$ cat config.mk
export PLATFORM = sky130hd
export DESIGN_NAME = pc_sequencer
export DESIGN_NICKNAME = d
export VERILOG_FILES = /design/src/rtl/pc_sequencer.sv
export SDC_FILE = /design/constraint.sdc
export NUM_CORES = 1
export LEC_CHECK = 0
export CORE_MARGIN = 5
export CORE_UTILIZATION = 43
export CTS_CLUSTER_DIAMETER = 50
export DETAILED_ROUTE_END_ITERATION = 10
export PLACE_DENSITY = 0.71
export SKIP_LAST_GASP = 1
export SYNTH_ARGS = -nofsm -noshare
export SYNTH_HDL_FRONTEND = slang
export SYNTH_SLANG_ARGS = --single-unit
$ cat constraint.sdc
create_clock -name clk -period 4.37 [get_ports clk]
set_input_delay 0.6555 -clock clk [delete_from_list [all_inputs] [get_ports clk]]
set_output_delay 0.6555 -clock clk [all_outputs]
set_load 0.05 [all_outputs]
$ cat src/rtl/pc_sequencer.sv
// -----------------------------------------------------------------------------
// pc_sequencer
//
// Holds the program counter for the single-cycle RISC-V core. It works out the
// next PC from branches, jumps, stalls, traps and halt/resume, and it counts
// retired instructions. It replaces the old PC register, PC+4 adder, branch
// shifter and branch AND gate.
//
// Ports:
//   clk, reset             clock; synchronous active-high reset
//   stall                  hold the PC for this cycle
//   branch, funct3         conditional branch present and its type
//   rs1_val, rs2_val       branch operands; rs1_val is also the jalr base
//   imm                    sign-extended immediate
//   jal, jalr              unconditional jumps (jalr has priority over jal)
//   trap_req               redirect to TRAP_VECTOR and record epc
//   halt_req, resume       enter and leave the HALTED state
//   pc, pc_valid           current PC and a flag that it may be fetched
//   link                   pc+4, used for jal/jalr writeback
//   taken                  the flow leaves pc+4 this cycle (combinational)
//   misaligned             one-cycle pulse after a misaligned jump target
//   epc                    PC of the instruction that trapped or faulted
//   instret                retired-instruction counter, wraps at 2^CNT_W
// -----------------------------------------------------------------------------
module pc_sequencer #(
  parameter int              XLEN         = 64,
  parameter logic [XLEN-1:0] RESET_VECTOR = '0,
  parameter logic [XLEN-1:0] TRAP_VECTOR  = XLEN'('h100),
  parameter int              IMM_PRESHIFT = 0,
  parameter int              CNT_W        = 32
) (
  input  logic             clk,
  input  logic             reset,
  input  logic             stall,
  input  logic             branch,
  input  logic [2:0]       funct3,
  input  logic [XLEN-1:0]  rs1_val,
  input  logic [XLEN-1:0]  rs2_val,
  input  logic [XLEN-1:0]  imm,
  input  logic             jal,
  input  logic             jalr,
  input  logic             trap_req,
  input  logic             halt_req,
  input  logic             resume,
  output logic [XLEN-1:0]  pc,
  output logic             pc_valid,
  output logic [XLEN-1:0]  link,
  output logic             taken,
  output logic             misaligned,
  output logic [XLEN-1:0]  epc,
  output logic [CNT_W-1:0] instret
);

  localparam logic [1:0] S_BOOT = 2'd0;
  localparam logic [1:0] S_RUN  = 2'd1;
  localparam logic [1:0] S_HALT = 2'd2;

  logic [1:0] state;

  // Branch condition. funct3 values 010 and 011 are not branch encodings, so
  // they are never taken.
  function automatic logic branch_cond(input logic [2:0]      f,
                                       input logic [XLEN-1:0] a,
                                       input logic [XLEN-1:0] b);
    logic signed [XLEN-1:0] sa;
    logic signed [XLEN-1:0] sb;
    logic                   res;
    sa = a;
    sb = b;
    case (f)
      3'b000:  res = (a == b);
      3'b001:  res = (a != b);
      3'b100:  res = (sa <  sb);
      3'b101:  res = (sa >= sb);
      3'b110:  res = (a <  b);
      3'b111:  res = (a >= b);
      default: res = 1'b0;
    endcase
    return res;
  endfunction

  logic [XLEN-1:0] rel_off;
  logic [XLEN-1:0] rel_target;
  logic [XLEN-1:0] jalr_sum;
  logic [XLEN-1:0] target;
  logic            jump_req;
  logic            fault;

  // All additions wrap modulo 2^XLEN.
  assign rel_off    = (IMM_PRESHIFT != 0) ? imm : {imm[XLEN-2:0], 1'b0};
  assign rel_target = pc + rel_off;
  assign jalr_sum   = rs1_val + imm;
  // jalr has priority over jal. Either jump has priority over a branch, but a
  // branch and jal both use the pc-relative target.
  assign target     = jalr ? {jalr_sum[XLEN-1:1], 1'b0} : rel_target;
  assign jump_req   = jalr | jal | (branch & branch_cond(funct3, rs1_val, rs2_val));

  // taken depends only on the inputs. The misaligned check acts later, as a
  // fault on the registered side.
  assign taken    = (state == S_RUN) & ~trap_req & ~halt_req & ~stall & jump_req;
  assign fault    = taken & (target[1:0] != 2'b00);
  assign link     = pc + XLEN'(4);
  assign pc_valid = (state == S_RUN);

  always_ff @(posedge clk) begin
    if (reset) begin
      pc         <= RESET_VECTOR;
      state      <= S_BOOT;
      misaligned <= 1'b0;
      epc        <= '0;
      instret    <= '0;
    end else begin
      misaligned <= 1'b0;
      case (state)
        S_BOOT: state <= S_RUN;
        S_RUN: begin
          if (trap_req) begin
            pc  <= TRAP_VECTOR;
            epc <= pc;
          end else if (halt_req) begin
            state <= S_HALT;
          end else if (stall) begin
            pc <= pc;
          end else if (fault) begin
            // The misaligned target is never loaded; the fault goes straight
            // to the trap handler and does not retire.
            pc         <= TRAP_VECTOR;
            epc        <= pc;
            misaligned <= 1'b1;
          end else begin
            pc      <= taken ? target : link;
            instret <= instret + CNT_W'(1);
          end
        end
        S_HALT: begin
          // A trap leaves HALTED without recording epc: no instruction in
          // flight faulted.
          if (trap_req) begin
            pc    <= TRAP_VECTOR;
            state <= S_RUN;
          end else if (resume) begin
            state <= S_RUN;
          end
        end
        default: state <= S_BOOT;
      endcase
    end
  end

endmodule

==> results.cfg, run 1 <==
[run_status]
status = complete, no violations

[place]
gp_congestion = 0.963
port_buffers = 430
hpwl_um = 68200
dp_cells = 3638

[detailed_routing]
wl_per_cell_um = 22.4
ant_nets = 0
vias = 22138
via_per_inst = 6.02
drc = 0
drt_iter0_markers = 2443
dr.pass1.iters = 6
totalWireLength_um = 82400

[setup_path]
critPathCaptureType = output pin
worst-r2r-cell-count = 12
cp.buffers_inverters = 4
r2r_setup_slack_ns = 0.54
r2r-start = pc[2]
cp.depth = 13
crit_start = rs1_val[4]
slowest_stage = clkdlybuf4s50_1
worst-endpoint-required_ns = 3.71
start_kind = input pin
r2r_end = pc[46]
path_common_cell = nand4_1
critical_path.max_stage_delay_ns = 0.48
path_class = input pin to output pin
crit_chain = clkdlybuf4s50_1 -> ha_1 -> nand4_1 -> nor4_4 -> buf_4 -> nand4_1 -> mux2_4 -> a22oi_2 -> and3_1 -> and3_4 -> nor2_4 -> inv_4 -> buf_12
arrival_ns = 3.63
cp_top_family = simple AND/OR/NAND/NOR gates
cp_max_fo = 3
crit_path_end = taken

[die]
row_count = 75
die-height_um = 216
io_pins = 431
fp.dieW_um = 216
core_sq_mm = 0.0419
start_util = 0.435
die_area_sq_mm = 0.0467

[sta]
period_needed_ns = 4.28
tns_ns = 0
clock_skew_ns = 0.0112
hold_ws_ns = 0.457
fmax_ghz = 0.233
hold_viol = 0
worstMarginPinSlew_ns = 0.958
setup_viol = 0
slew_violations = 0
fin_crit_sh = 0.980
slew_headroom = 0.361

[grt]
grt_usage = 0.330
grt_pass1_vias = 20826
antenna_found_initial = 0
grt.overflow.total = 0
grt_max_degree = 86
grt_pass1_wl_um = 122000

[synthesis]
syn-cell-area_sq_mm = 0.0182
yosysSeqAreaShare = 0.179
synth_cells = 2526
synth-seq-cells = 163
ys_dominant_reg_cell = dfxtp_1
synth_edf_count = 0
synth.avg_cell_area_sq_um = 7.22
postSynth.asyncResetShare = 0
yosysWarnings = 0
netlist-cell-type-count = 83
synth_nets = 2925

[finish]
final_util = 0.612
area_delta_synth_final_pct = 40.8
diodes = 0
n_fill_cell = 3865
layout.nets = 3527
fin_cells = 3680
drive_above_1_share = 0.131

[pwr]
p_per_area_mw_per_mm2 = 207
leakagePower_nw = 10.7
p_total_w = 0.00532
ir_drop_mv = 0.269

[min_path]
hold_class = flop to flop

[clocking]
clkTransAtPathRegs_ns = 0.06
h-tree-depth = 4
clk_latency_ns = 0.44
clock-sinks = 163
cts-root-buf = clkbuf_16
cts_buffers = 17
cts_tree = yes
hold_buffers = 0
clockBufferDepth = 2

[job]
cap_violations = 0
layout make-up:
cell class | instances | area (sq um) | area share
Clock buffer | 20 | 457 | 0.0178
Clock inverter | 12 | 121 | 0.00472
Inverter | 129 | 489 | 0.0190
Multi-Input combinational cell | 2111 | 14200 | 0.551
Sequential cell | 163 | 3270 | 0.127
Tap cell | 539 | 674 | 0.0263
Timing Repair Buffer | 706 | 6520 | 0.254
registers in the layout, indices dropped and copies added (netlist names):
| register | count |
|---|---|
| epc | 64 |
| pc | 64 |
| instret | 32 |
| state | 2 |
| misaligned | 1 |
how the worst min path moves through the flow:
| stage | startpoint | cells after the start | endpoint |
|---|---|---|---|
| floorplan | state[0] | 2 | state[0] |
| global placement | epc[27] | 2 | epc[27] |
| detailed placement | epc[31] | 2 | epc[31] |
| CTS | epc[28] | 2 | epc[28] |
| global route | epc[21] | 2 | epc[21] |
| finish | epc[28] | 2 | epc[28] |
cell usage in the layout, fill, tap and decap left out, types with 19 or more instances in the layout:
| cell | Yosys | layout |
|---|---|---|
| a211oi_1 | 54 | 54 |
| a21o_1 | 64 | 64 |
| a21oi_1 | 196 | 195 |
| a31oi_1 | 23 | 23 |
| a32oi_1 | 21 | 20 |
| and3_1 | 32 | 31 |
| buf_12 | 0 | 20 |
| buf_4 | 2 | 293 |
| clkdlybuf4s50_1 | 0 | 382 |
| dfxtp_1 | 163 | 161 |
| ha_1 | 193 | 187 |
| inv_1 | 126 | 123 |
| mux2i_1 | 82 | 82 |
| nand2_1 | 336 | 336 |
| nand3_1 | 68 | 68 |
| nand4_1 | 61 | 61 |
| nor2_1 | 219 | 218 |
| nor2b_1 | 30 | 30 |
| nor3_1 | 51 | 50 |
| nor4_1 | 29 | 26 |
| o211ai_1 | 22 | 22 |
| o21a_1 | 26 | 26 |
| o21ai_0 | 136 | 134 |
| o22ai_1 | 19 | 19 |
| o31ai_1 | 34 | 33 |
| xnor2_1 | 111 | 111 |
| xor2_1 | 61 | 61 |
worst reg2reg max path: cells and delay by family (launching register included):
kind | cells | cell delay [ns]
buf+inv | 1 | 0.20
simple gates | 1 | 0.05
fa+ha+maj | 1 | 0.28
flops | 1 | 0.64
compound gates | 8 | 2.37
xor+xnor | 1 | 0.17
cells in the mapped netlist (8+ instances only):
master	n	area [sq um]
nor4_1	29	181
nor2_1	219	822
nand3_1	68	340
o211ai_1	22	165
inv_1	126	473
o21ai_0	136	681
nand2_1	336	1260
a21o_1	64	480
or4_1	11	82.6
and2_1	17	106
nor2b_1	30	188
buf_2	19	95.1
or2_2	15	93.8
or3_1	16	100
mux2i_1	82	821
nand2b_1	15	93.8
o22ai_1	19	119
and4_1	12	105
and3_1	32	200
nor3_1	51	255
xor2_1	61	534
o21a_1	26	195
dfxtp_1	163	3260
clkbuf_1	95	357
xnor2_1	111	972
mux2_2	8	90.1
o31ai_1	34	255
ha_1	193	2410
nand4_1	61	382
a21oi_1	196	981
o21bai_1	15	113
a32oi_1	21	184
nor4b_1	9	78.8
a211oi_1	54	405
a31oi_1	23	144
per-layer routing:
layer,track usage,wire [um]
met2,0.504,35100
met5,0,0
met1,0.486,37400
met4,0.0818,2210
met3,0.0526,7680
logic make-up (layout without fill, tap and decap cells):
family | count (synthesis) | after routing | share of synthesized area
xor+xnor | 173 | 173 | 0.0834
fa+ha+maj | 195 | 195 | 0.135
buf+inv | 252 | 867 | 0.0540
compound gates | 707 | 707 | 0.252
flops | 163 | 163 | 0.179
mux | 90 | 90 | 0.0499
simple gates | 946 | 946 | 0.248
report_power, final:
part           leakage (nW)  total, W  internal, W  switching, W
Combinational          9.15   0.00228     0.000951       0.00132
Clock                 0.281   0.00150     0.000828      0.000672
Sequential             1.31   0.00154      0.00150     0.0000362
timing repair:
action,CTS,global route
setup buffers,7,3
pin swaps,6,6
resized for setup,20,15
endpoints found under the setup margin,138,12
stage by stage:
step	cell area, sq um	setup WS [ns]
5_1_grt	25700	-0.00905
6_report	25700	0.0854
3_3_place_gp	24900	-0.861
4_1_cts	25600	0.0185
3_5_place_dp	24900	-0.847
2_1_floorplan	18200	0.0364
(Power assumes the default switching activity.)
==> run 2, diff against run 1 <==
CORE_UTILIZATION = 30   (was 43)
PLACE_DENSITY = unset   (was 0.71)
==> run 2 against run 1 <==
  * Via count decreased by 4.9%
  * Fmax fell by 0.20%
  * First-iteration DRC count fell by 30%
  * Sequential cell count did not move
  * Highest routed layer is now met5
  * Die area up 41%
  * Critical path depth stayed put
==> results.cfg, run 2 (synthesis results as in run 1) <==
[sta]
period_needed_ns = 4.29
setup_viol = 0
rsz0062_at_grt = yes
worstMarginPinSlew_ns = 0.948
slew_violations = 0
hold_ws_ns = 0.457
hold_viol = 0
fmax_ghz = 0.233
slew_headroom = 0.368
fin_crit_sh = 0.982
clock_skew_ns = 0.00935

[place]
hpwl_um = 68400
gp_congestion = 0.954
port_buffers = 430
dp_cells = 3875
placedInstanceArea_sq_mm = 0.0253

[pwr]
leakagePower_nw = 10.7
p_sw_w = 0.00206
p_int_w = 0.00335
pwr-share-seq = 0.283
p_sw_frac = 0.382
ir_drop_mv = 0.249
p_per_area_mw_per_mm2 = 208
combPwrFrac = 0.418
clkPwrFrac = 0.298

[setup_path]
slowest_stage = clkdlybuf4s50_1
worst-r2r-cell-count = 15
worst-endpoint-required_ns = 3.71
arrival_ns = 3.64
critical_path.max_stage_delay_ns = 0.46
cp_top_family = simple AND/OR/NAND/NOR gates
r2r_setup_slack_ns = 0.56
crit_chain = clkdlybuf4s50_1 -> ha_1 -> nand4_1 -> buf_4 -> nor2_1 -> a221o_1 -> a211o_1 -> or4_1 -> and3_1 -> and3_4 -> nor2_4 -> inv_4 -> buf_12
start_kind = input pin
cp.depth = 13
path_class = input pin to output pin
cp_max_fo = 4
cp.buffers_inverters = 4
critPathCaptureType = output pin

[detailed_routing]
drt_iter0_markers = 1718
wl_per_cell_um = 20.7
drc = 0
totalWireLength_um = 81200
via_per_inst = 5.38
dr.pass1.iters = 5
ant_nets = 0
vias = 21056

[die]
fp.dieW_um = 257
die_area_sq_mm = 0.0659
io_pins = 431
start_util = 0.302
row_count = 90
core_sq_mm = 0.0604
die-height_um = 257

[finish]
area_delta_synth_final_pct = 42.6
area.sequential_sq_mm = 0.00326
final_util = 0.431
n_fill_cell = 6163
stdcell_area_sq_mm = 0.0260
fin_cells = 3915
final_common_cell = clkdlybuf4s50_1
reg_top3 = epc (64), pc (64), instret (32)
drive_above_1_share = 0.127
multi_input_area_sq_mm = 0.0141
final_cell_mix = 382 x clkdlybuf4s50_1, 336 x nand2_1, 273 x buf_4
layout.nets = 3514

[clocking]
clk_latency_ns = 0.45
clockBufferDepth = 2
cts-root-buf = clkbuf_16
h-tree-depth = 4
cts_buffers = 17
cts_tree = yes
clock-sinks = 163
clkTransAtPathRegs_ns = 0.07

[min_path]
hold_class = flop to flop
holdPathStages = 2

[run_status]
status = complete, no violations

[grt]
grt_max_degree = 97
grt.overflow.total = 0
grt_usage = 0.233
antenna_found_initial = 9
grt_pass1_wl_um = 121000
grt_pass1_vias = 19742

[job]
cap_violations = 0
run 2: layout make-up:
type / count / area share
inverters: 129 / 0.0188
clock inverters: 15 / 0.00726
repair buffers: 693 / 0.253
clock buffers: 17 / 0.0163
multi-input cells: 2111 / 0.541
well taps: 782 / 0.0376
diodes: 5 / 0.000481
flip-flops and latches: 163 / 0.125
run 2: metrics by stage:
step	TNS [ns]	setup WS, ns	power, W
2_1_floorplan	0	0.0364	0.00280
3_3_place_gp	-32.12	-0.387	0.00379
3_5_place_dp	-29.09	-0.372	0.00379
4_1_cts	0	0.0288	0.00542
5_1_grt	-0.0399	-0.0399	0.00569
6_report	0	0.0770	0.00541
run 2: what timing repair did:
item | 4_1_cts | 5_1_grt
setup endpoints to repair | 1 | 8
setup buffers | 0 | 3
hold buffers | 0 | 0
pin swaps | 2 | 5
gates resized for setup | 6 | 9
run 2: path summary, 6_finish.rpt:
path                     from  endpoint
setup / recovery  rs1_val[63]     taken
hold / removal        epc[34]   epc[34]
setup reg to reg        pc[1]    pc[58]
hold reg to reg       epc[34]   epc[34]
run 2: routing by layer:
layer | up-vias | global-route usage | wire length (um)
met5 | - | 0 | 13
met4 | 2 | 0.0676 | 2230
met3 | 97 | 0.0406 | 6220
met2 | 821 | 0.357 | 34700
met1 | 9703 | 0.336 | 38000
li1 | 10433 | - | -
run 2: worst register-to-register path, stage by stage, from the launching register on:
cell and delay (ns):
dfxtp_1 0.60, ha_1 0.27, buf_4 0.12, a211oi_1 0.08, o21ai_0 0.34, a21oi_1 0.20
a211oi_1 0.57, o21ai_0 0.20, buf_4 0.18, o21ai_0 0.23, buf_4 0.17, nor3_1 0.05
a221o_1 0.26, nor3_1 0.23, buf_4 0.15, o21ai_0 0.06
run 2: power by group through the flow:
| stage | sequential (W) | combinational (W) | clock (W) |
|---|---|---|---|
| CTS | 0.00153 | 0.00224 | 0.00165 |
| detailed placement | 0.00157 | 0.00222 | 0 |
| finish | 0.00153 | 0.00226 | 0.00161 |
| floorplan | 0.00160 | 0.00120 | 0 |
| global route | 0.00153 | 0.00244 | 0.00172 |
| global placement | 0.00157 | 0.00223 | 0 |
==> run 3, diff against run 2 <==
CTS_CLUSTER_DIAMETER = unset   (was 50)
==> results of run 3 <==
Final layout, timing and power as in run 2 (identical DEF).
